## src/rtl/dequant_dezigzag.sv

```systemverilog
// dequant_dezigzag
//   Dequantizes a stream of JPEG coefficients arriving in zigzag order and
//   re-emits each 8x8 block in raster order for the IDCT. Each coefficient is
//   multiplied by the Annex K quantizer step, saturated to OUT_WIDTH and
//   written into one of two ping-pong banks. A full bank is streamed out in
//   raster order while the other bank fills.
//
// Ports
//   clk, rst        : rising-edge clock, synchronous active-high reset
//   in_valid/ready  : input handshake, in_data is a signed coefficient (zigzag)
//   out_valid/ready : output handshake, out_data is a signed coefficient (raster)
//   out_row_last    : marks column 7 of every row
//   out_block_last  : marks raster index 63
module dequant_dezigzag #(
    parameter int DATA_WIDTH = 10,
    parameter int OUT_WIDTH  = 12,
    parameter int CHANNEL    = 0
) (
    input  logic                         clk,
    input  logic                         rst,
    input  logic                         in_valid,
    output logic                         in_ready,
    input  logic signed [DATA_WIDTH-1:0] in_data,
    output logic                         out_valid,
    input  logic                         out_ready,
    output logic signed [OUT_WIDTH-1:0]  out_data,
    output logic                         out_row_last,
    output logic                         out_block_last
);

    localparam int PROD_W = DATA_WIDTH + 9;

    // Raster position of each zigzag index.
    localparam int ZZ2RASTER [64] = '{
         0,  1,  8, 16,  9,  2,  3, 10, 17, 24, 32, 25, 18, 11,  4,  5,
        12, 19, 26, 33, 40, 48, 41, 34, 27, 20, 13,  6,  7, 14, 21, 28,
        35, 42, 49, 56, 57, 50, 43, 36, 29, 22, 15, 23, 30, 37, 44, 51,
        58, 59, 52, 45, 38, 31, 39, 46, 53, 60, 61, 54, 47, 55, 62, 63};

    // Annex K quantizer tables, stored in raster order.
    localparam int Q_LUMA [64] = '{
        16,  11,  10,  16,  24,  40,  51,  61,
        12,  12,  14,  19,  26,  58,  60,  55,
        14,  13,  16,  24,  40,  57,  69,  56,
        14,  17,  22,  29,  51,  87,  80,  62,
        18,  22,  37,  56,  68, 109, 103,  77,
        24,  35,  55,  64,  81, 104, 113,  92,
        49,  64,  78,  87, 103, 121, 120, 101,
        72,  92,  95,  98, 112, 100, 103,  99};

    localparam int Q_CHROMA [64] = '{
        17, 18, 24, 47, 99, 99, 99, 99,
        18, 21, 26, 66, 99, 99, 99, 99,
        24, 26, 56, 99, 99, 99, 99, 99,
        47, 66, 99, 99, 99, 99, 99, 99,
        99, 99, 99, 99, 99, 99, 99, 99,
        99, 99, 99, 99, 99, 99, 99, 99,
        99, 99, 99, 99, 99, 99, 99, 99,
        99, 99, 99, 99, 99, 99, 99, 99};

    function automatic logic signed [OUT_WIDTH-1:0] sat(input logic signed [PROD_W-1:0] v);
        logic signed [PROD_W-1:0] hi;
        logic signed [PROD_W-1:0] lo;
        hi = PROD_W'({(OUT_WIDTH-1){1'b1}});
        lo = ~hi;
        if (v > hi)
            return {1'b0, {(OUT_WIDTH-1){1'b1}}};
        else if (v < lo)
            return {1'b1, {(OUT_WIDTH-1){1'b0}}};
        else
            return v[OUT_WIDTH-1:0];
    endfunction

    typedef enum logic [1:0] {IDLE, STREAM, HOLD} rd_state_t;

    logic                        in_hs;
    logic [5:0]                  zz_idx;
    logic                        in_bank;
    logic [5:0]                  raster_addr;
    logic [7:0]                  q;
    logic signed [PROD_W-1:0]    a_ext;
    logic signed [PROD_W-1:0]    q_ext;
    logic signed [PROD_W-1:0]    prod;

    logic signed [OUT_WIDTH-1:0] data_p0;
    logic [5:0]                  addr_p0;
    logic                        bank_p0;
    logic                        last_p0;
    logic                        vld_p0;

    logic signed [OUT_WIDTH-1:0] mem [128];
    logic [1:0]                  full;
    logic [1:0]                  full_set;
    logic [1:0]                  full_clr;

    rd_state_t                   rd_state;
    logic                        rd_bank;
    logic [5:0]                  rd_idx;
    logic                        rd_load;
    logic                        rd_done;
    logic                        rd_sel_bank;
    logic [5:0]                  rd_sel_idx;

    // A write bank only becomes free once its reader has finished with it.
    assign in_ready = ~full[in_bank];
    assign in_hs    = in_valid && in_ready;

    assign raster_addr = 6'(ZZ2RASTER[zz_idx]);
    assign q           = (CHANNEL == 0) ? 8'(Q_LUMA[raster_addr]) : 8'(Q_CHROMA[raster_addr]);
    assign a_ext       = PROD_W'(in_data);
    assign q_ext       = PROD_W'({1'b0, q});
    assign prod        = a_ext * q_ext;

    always_ff @(posedge clk) begin
        if (rst) begin
            zz_idx  <= '0;
            in_bank <= 1'b0;
        end else if (in_hs) begin
            zz_idx <= zz_idx + 6'd1;
            if (zz_idx == 6'd63)
                in_bank <= ~in_bank;
        end
    end

    // ---- stage p0: saturated product, raster address and bank registered ----
    always_ff @(posedge clk) begin
        if (in_hs) begin
            data_p0 <= sat(prod);
            addr_p0 <= raster_addr;
            bank_p0 <= in_bank;
            last_p0 <= (zz_idx == 6'd63);
        end
    end

    always_ff @(posedge clk) begin
        if (rst)
            vld_p0 <= 1'b0;
        else
            vld_p0 <= in_hs;
    end

    // ---- stage p1: bank write and full flag update ----
    always_ff @(posedge clk) begin
        if (vld_p0)
            mem[{bank_p0, addr_p0}] <= data_p0;
    end

    // Write completion and read completion always target different banks, so
    // both updates can be applied in the same cycle.
    assign full_set = (vld_p0 && last_p0) ? (2'b01 << bank_p0) : 2'b00;
    assign full_clr = rd_done ? (2'b01 << rd_bank) : 2'b00;

    always_ff @(posedge clk) begin
        if (rst)
            full <= 2'b00;
        else
            full <= (full | full_set) & ~full_clr;
    end

    always_comb begin
        rd_load     = 1'b0;
        rd_done     = 1'b0;
        rd_sel_bank = rd_bank;
        rd_sel_idx  = rd_idx + 6'd1;
        case (rd_state)
            IDLE: begin
                if (full[rd_bank]) begin
                    rd_load    = 1'b1;
                    rd_sel_idx = 6'd0;
                end
            end
            default: begin
                if (out_ready) begin
                    if (rd_idx == 6'd63) begin
                        // Chain straight into the other bank when it is waiting.
                        rd_done     = 1'b1;
                        rd_sel_bank = ~rd_bank;
                        rd_sel_idx  = 6'd0;
                        rd_load     = full[~rd_bank];
                    end else begin
                        rd_load = 1'b1;
                    end
                end
            end
        endcase
    end

    // ---- stage p2: registered raster-order output ----
    always_ff @(posedge clk) begin
        if (rst) begin
            rd_state       <= IDLE;
            rd_bank        <= 1'b0;
            rd_idx         <= '0;
            out_valid      <= 1'b0;
            out_data       <= '0;
            out_row_last   <= 1'b0;
            out_block_last <= 1'b0;
        end else begin
            if (rd_done)
                rd_bank <= ~rd_bank;
            if (rd_load) begin
                rd_state       <= STREAM;
                rd_idx         <= rd_sel_idx;
                out_valid      <= 1'b1;
                out_data       <= mem[{rd_sel_bank, rd_sel_idx}];
                out_row_last   <= &rd_sel_idx[2:0];
                out_block_last <= &rd_sel_idx;
            end else if (rd_done) begin
                rd_state       <= IDLE;
                out_valid      <= 1'b0;
                out_row_last   <= 1'b0;
                out_block_last <= 1'b0;
            end else if (rd_state != IDLE && !out_ready) begin
                rd_state <= HOLD;
            end
        end
    end

endmodule

```

## config.mk

```make
export PLATFORM = sky130hd
export DESIGN_NAME = dequant_dezigzag
export DESIGN_NICKNAME = d
export VERILOG_FILES = /design/src/rtl/dequant_dezigzag.sv
export SDC_FILE = /design/constraint.sdc
export NUM_CORES = 2
export LEC_CHECK = 0
export CORE_ASPECT_RATIO = 1.2
export CORE_UTILIZATION = 41
export DETAILED_ROUTE_END_ITERATION = 6
export GPL_TIMING_DRIVEN = 0
export MAX_ROUTING_LAYER = met4
export PLACE_DENSITY = 0.6
export REMOVE_ABC_BUFFERS = 1
export SLEW_MARGIN = 15
export SYNTH_ARGS = -nofsm -noshare
export SYNTH_HDL_FRONTEND = slang
export SYNTH_SLANG_ARGS = --single-unit
```

## constraint.sdc

```tcl
create_clock -name clk -period 8.2 [get_ports clk]
set_input_delay 1.64 -clock clk [delete_from_list [all_inputs] [get_ports clk]]
set_output_delay 1.64 -clock clk [all_outputs]
set_load 0.02 [all_outputs]
```

## After elaboration in Yosys (flattened, before gate mapping)

Memories as Yosys holds them, arrays and structs flattened. A register that Yosys moved wholly into a read port is not among the register bits.
Index checks and enable logic that the tools add are counted.

- $add $sub $neg: 2
- Multiply operators: 1
- Magnitude comparators: 7
- Equality and inequality tests: 2
- Shift-type cells: 2
- Mux-type cells: 36
- Bitwise logic cells: 8
- Reduce and logical (&&, ||, !) cells: 12

Operator list:

| operator | count |
|---|---|
| 6-bit 2-to-1 mux | 6 |
| 1-bit 2-to-1 mux | 25 |
| 19-bit by 12-bit greater-than comparator with 1-bit output (second input constant) | 1 |
| 19-bit by 12-bit < comparator with 1-bit output (second input constant) | 1 |
| 10-bit by 9-bit multiplier with 19-bit output | 1 |
| 8-bit 2-to-1 mux | 2 |
| 7-bit >= comparator (second input constant) | 2 |
| 6-bit inverter with 7-bit output | 2 |
| 6-bit by 1-bit adder with 6-bit output (second input constant) | 2 |
| 6-bit == test (second input constant) | 2 |
| 12-bit 2-to-1 mux | 1 |
| 1-bit by 2-bit < comparator with 1-bit output (second input constant) | 3 |
| 6-bit AND reduction | 1 |
| 2-bit 2-to-1 mux | 2 |
| 2-bit nonzero test | 2 |
| 1-bit by 1-bit << shifter with 2-bit output (first input constant) | 2 |
| 1-bit logical AND | 3 |
| 1-bit inverter | 3 |
| 3-bit AND reduction | 1 |
| 3-bit nonzero test | 1 |
| 3-bit OR reduction | 1 |
| 2-bit AND | 1 |
| 2-bit logical NOT | 1 |
| 2-bit inverter | 1 |
| 3 further kinds | 3 |

- Register bits: 42
- Memory bits (writable): 1,536
- Memory bits (read-only): 4,096
- Input bits: 14
- Output and inout bits: 16
- Memories kept: 3

Memories:

| memory | depth | bits a word | read ports | clocked after Yosys merged registers in | wr ports | line | source |
|---|---|---|---|---|---|---|---|
| (no name shown) | 64 | 32 | 1 | 0 | 0 | 109 | `assign q = (CHANNEL == 0) ? 8'(Q_LUMA[raster_addr]) : 8'(Q_CHROMA[raster_addr]);` |
| (no name shown) | 64 | 32 | 1 | 0 | 0 | 108 | `assign raster_addr = 6'(ZZ2RASTER[zz_idx]);` |
| mem | 128 | 12 | 1 | 1 | 1 | 91 | `logic signed [OUT_WIDTH-1:0] mem [128];` |

## Logic depth before layout (Yosys ltp)

- Depth after elaboration: 11
- Gate-level depth with buffers: 36
- Gate-level depth less buffers: 32

## Worst setup path before layout

OpenSTA, ideal clock, no wires.

- Path type: flip-flop to flip-flop
- Start: register zz_idx[1]
- End: register data_p0[10], data pin
- Arrival time: 7,612 ps
- Data required time: 8,070 ps
- Setup slack: 458 ps
- Stages on the path, launching flop included: 31
- Path buffers: 4
- Clock period less this slack: 7,742 ps
- Cells stage by stage: dfxtp_1 > inv_1 > ha_1 > buf_4 > xor2_1 > a222oi_1 > a21bo_1 > buf_2 > ha_1 > clkbuf_1 > inv_1 > mux4_2 > nand3_1 > o211ai_2 > nand2_1 > fa_1 > fa_1 > inv_1 > fa_1 > inv_1 > fa_1 > inv_1 > ha_1 > or3_1 > o21ai_0 > xnor2_1 > nand3_1 > or3_1 > o31ai_1 > clkbuf_1 > o21a_1

- Word-level cells in the longest chain between the ends: 11
- Elaborated cells on any way between the ends: 12

Ends and longest elaborated chain:

| item | line | source |
|---|---|---|
| start, declared | 77 | `logic [5:0] zz_idx;` |
| start signal, assigned | 119 | `zz_idx <= zz_idx + 6'd1;` |
| 6-bit inverter with 7-bit output (not written as such) * | 108 |  |
| memory read 64 x 32 bit * | - |  |
| 6-bit 2-to-1 mux (not written as such) * (2 in a row) | 108 |  |
| named net raster_addr[1] | 79 | `logic [5:0] raster_addr;` |
| 6-bit inverter with 7-bit output * | - |  |
| memory read 64 x 32 bit * | - |  |
| 8-bit 2-to-1 mux (not written as such) * (2 in a row) | 109 |  |
| 10-bit by 9-bit multiplier with 19-bit output * | 112 | `assign prod = a_ext * q_ext;` |
| 19-bit by 12-bit < comparator with 1-bit output | 68 | `else if (v < lo)` |
| 12-bit 2-to-1 mux | 68 |  |
| end signal, assigned | 128 | `data_p0 <= sat(prod);` |
| end, declared | 85 | `logic signed [OUT_WIDTH-1:0] data_p0;` |

The timed path passes the listed nets; every way through them passes the cells marked *. The select of a mux whose other input is x is not followed.
A chain may end at the register's enable or synchronous reset.

## Worst setup path after layout

- Start: register zz_idx[1]
- End: register data_p0[5], data pin

- Word-level cells in the longest chain between the ends: 11
- Elaborated cells on any way between the ends: 12

Ends and longest elaborated chain:

| item | line |
|---|---|
| 6-bit inverter with 7-bit output (not written as such) * | 108 |
| memory read 64 x 32 bit * | - |
| 6-bit 2-to-1 mux (not written as such) * (2 in a row) | 108 |
| 6-bit inverter with 7-bit output * | - |
| memory read 64 x 32 bit * | - |
| 8-bit 2-to-1 mux (not written as such) * (2 in a row) | 109 |
| 10-bit by 9-bit multiplier with 19-bit output * | 112 |
| 19-bit by 12-bit < comparator with 1-bit output | 68 |
| 12-bit 2-to-1 mux | 68 |

Every way passes the cells marked *; elsewhere a longest branch is shown, timed or not. The select of a mux whose other input is x is not followed.

==> summary.md <==
| Metric | Value |
|---|---|
| Status | `completed` |
| Layout Skew | `a little under 0.03 ns` |
| Worst-margin pin slew | `about 1.3 ns` |
| Cts bufs inserted | `approximately 160` |
| WL per Instance | `between 20 and 30 um` |
| Compound-cell area share of the yosys netlist | `around 4%` |
| Drt total wl | `159000 um` |
| Main combinational cell family by area after synthesis | `multiplexers` |
| Tmin final | `7.81 ns` |
| Synth unique cells | `a little under 80` |
| Via count | `34400` |
| Origin of the critical flop-to-flop path | `zz_idx[1]$_SDFFE_PP0P_` |
| Leak | `between 20 and 25 nW` |
| CP Max Fanout | `11` |
| Detail Route Antenna Nets | `0` |
| Post-Syn Instances | `3647` |
| Seq/Total Area, Yosys | `between 70 and 80%` |
| Internal | `roughly 15 mW` |
| Number of global-route vias before repair | `between 30000 and 40000` |
| Synth Flop Type | `edfxtp_1` |
| Total die area | `161000 um^2` |
| CP top delay family | `adder cells` |
| Post-DP HPWL | `about 100000 um` |
| DRT Pass-1 Iters | `5` |
| Clk_lat worst skew | `around 0.8 ns` |
| Multi-input gate area | `roughly 17000 um^2` |
| Rows | `160` |
| Cell Pwr Density | `approximately 270 nW/um^2` |
| CP endpoint kind | `flip-flop` |
| Layout area overhead | `15.9%` |
| Worst setup path start | `zz_idx[1]$_SDFFE_PP0P_` |
| Starting DRT DRC Count | `roughly 3200` |
| Critical path type | `reg2reg` |
| First-pass GRT wire length | `around 230000 um` |
| Final setup violation count | `0` |
| RSZ-0062 raised after global routing | `false` |
| Slowest CP cell | `fa_1` |
| Crit-path max cell delay | `about 0.54 ns` |
| Crit path buffers/inverters | `5` |
| Max Cap Violations | `0` |
| Part of the power in combinational logic | `between 10% and 20%` |
| Root buf cell | `clkbuf_16` |
| Avg Cell Area, Syn | `18.0 um^2` |
| XOR/XNOR Fraction of Synth Area | `less than 1%` |
| Synthesized area | `~66000 um^2` |
| Max_slew headroom | `between 15 and 20%` |
| Worst-path clk slew | `0.06 ns` |
| Met2 wire length | `about 80000 um` |
| Register share of total power | `about half` |
| Synth warn | `0` |
| Psw | `roughly 5.4 mW` |
| Hold/Removal Path Class | `reg2reg` |
| Met1 wire length | `~64000 um` |
| Hold slack | `between 0.5 and 0.6 ns` |
| Largest net degree at the start of global routing | `58` |
| Post-synth EDFFs | `1556` |
| Port Buf Inserts | `29` |
| Register area | `47400 um^2` |
| WL met3 | `10000 um` |
| Fraction of registers with async set/reset | `0%` |
| Die Width | `367 um` |
| Most frequent cells in the layout | `1556 x edfxtp_1, 343 x mux4_2, 305 x nand2_1` |
| Hold_buf cts | `0` |
| Crit path arrival time | `roughly 8.5 ns` |
| Slew Limit Fails | `0` |
| I/O Pins | `30` |
| Yosys reg bits | `roughly 1600` |
| Initial antenna violation count | `1` |
| Switching Fraction | `25.9%` |
| DP Cell Count | `~5800` |
| Post-Layout Cell Count | `about 6100` |
| # clock sinks | `between 1500 and 2000` |
| Die height | `440 um` |
| Total chip power | `~21 mW` |
| Maximum vdd drop | `0.252 mV` |
| Fmax | `0.128 GHz` |
| Routability cong. | `0.851` |
| CP required | `between 8 and 9 ns` |
| Gr usage total | `between 20% and 30%` |
| Final Hold Vio Count | `0` |
| Share of layout cells above drive strength 1 | `roughly 23%` |
| Synth Area in Adders | `about 2.8%` |
| Worst Min Path Start | `in_bank$_SDFFE_PP0P_` |
| Commonest non-fill, non-tap cell in the layout | `edfxtp_1` |
| Final period util | `a little over nine tenths` |
| CTS tree | `built` |
| Filler Cell Count | `roughly 13000` |
| Nets | `around 4000` |
| Drc violations | `0` |
| Top layer in use | `met4` |
| CTS H-tree lvls | `4` |
| Mux cell area share after synthesis | `12.9%` |
| Max Root-Sink Buffers | `3` |
| Global route overflow | `0` |
| Vias per cell | `~5.7` |
| Clock power share | `between 30% and 40%` |
| Simple-gate share of the synthesized area | `5.51%` |
| CP Launch Type | `flip-flop` |
| Effective utilization at floorplan | `between 40% and 50%` |
| Core area | `159000 um^2` |
-- power by group through the flow --
stage / registers, mW / logic (mW) / clock network, mW
2_1_floorplan: 11.1 / 1.41 / 0
5_1_grt: 10.3 / 3.92 / 7.37
3_5_place_dp: 10.5 / 3.48 / 0
6_report: 10.3 / 3.62 / 6.96
4_1_cts: 10.3 / 3.59 / 7.07
3_3_place_gp: 11.9 / 1.92 / 0
-- worst register-to-register path, delay by kind of cell, from the launching register on --
family / cells / cell delay [ns]
adders and majority gates: 7 / 2.78
xor gates and xnor gates: 1 / 0.16
and+or+nand+nor: 6 / 1.36
buffers and inverters: 5 / 0.61
AOI/OAI and AO/OA: 11 / 2.38
DFF: 1 / 0.39
-- metrics by stage --
| stage | worst slack [ns] | util [%] | setup TNS [ns] | cell area [um^2] |
|---|---|---|---|---|
| 6_report | 0.385 | 47.9 | 0 | 76000 |
| 5_1_grt | 0.00816 | 47.9 | 0 | 76000 |
| 4_1_cts | 0.0397 | 47.7 | 0 | 75700 |
| 3_5_place_dp | -1.27 | 44.5 | -13.96 | 70500 |
| 3_3_place_gp | -36.10 | 42.6 | -410.25 | 67500 |
| 2_1_floorplan | -19.12 | - | -225.47 | 64600 |
-- kinds of logic after synthesis --
group | after synthesis
AO/OA/AOI/OAI | 389
XOR/XNOR | 23
adder cells (fa/ha/maj) | 114
buffers and inverters | 304
flip-flops | 1590
multiplexers | 418
AND/OR/NAND/NOR | 809
-- registers in the layout, indices dropped and copies added (netlist names), 2 cells and up --
| signal | flops |
|---|---|
| data_p0 | 12 |
| out_data | 12 |
| mem | 1536 |
| addr_p0 | 6 |
| full | 2 |
| rd_state | 2 |
| zz_idx | 6 |
| rd_idx | 6 |
-- synth_stat cells, drive strengths merged, types with 17 or more instances --
library cell / instances / area share [%]
fa: 55 / 1.7
mux2i: 74 / 1.1
a211oi: 33 / 0.39
ha: 59 / 1.1
nor2b: 27 / 0.26
o21ai: 47 / 0.36
a31oi: 30 / 0.29
edfxtp: 1556 / 71
buf: 104 / 0.98
nor2: 197 / 1.1
o22ai: 95 / 0.91
inv: 122 / 0.70
nand4: 17 / 0.16
nand2: 313 / 1.8
clkbuf: 78 / 0.45
and2: 33 / 0.31
a21oi: 66 / 0.50
nand3: 136 / 1.0
nor3: 40 / 0.34
dfxtp: 34 / 1.0
mux4: 343 / 12
-- area by class of cell --
type                       instances  area share [%]
timing repair buffer             208            4.19
inverter                         122           0.608
clock buffer                     207            5.65
clock inverter                    85           0.855
antenna                            1         0.00329
sequential                      1590            62.4
multi-input combinational       1756            22.8
tap                             2106            3.47
-- what timing repair did --
item | 4_1_cts | 5_1_grt
pin swaps | 5 | 7
cloned | 2 | 1
buffers inserted | 5 | 22
resized for setup | 21 | 20
endpoints found under the setup margin | 12 | 11
-- metal layers --
metal  vias to the layer above  GRT usage, %
met5                         -             -
met4                         0          7.19
met3                       246          3.01
met2                      1289          32.7
met1                     18000          26.0
li1                      14900             -
-- path summary, 6_finish.rpt --
check                                  end  slack [ns]  cells after the start
setup / recovery  data_p0[5]$_SDFFCE_PN1P_        0.39                     30
hold / removal           bank_p0$_DFFE_PP_        0.53                      0
hold reg to reg          bank_p0$_DFFE_PP_        0.53                      0
setup reg to reg  data_p0[5]$_SDFFCE_PN1P_        0.39                     30
Note: power is estimated with default switching activity, not from simulation.
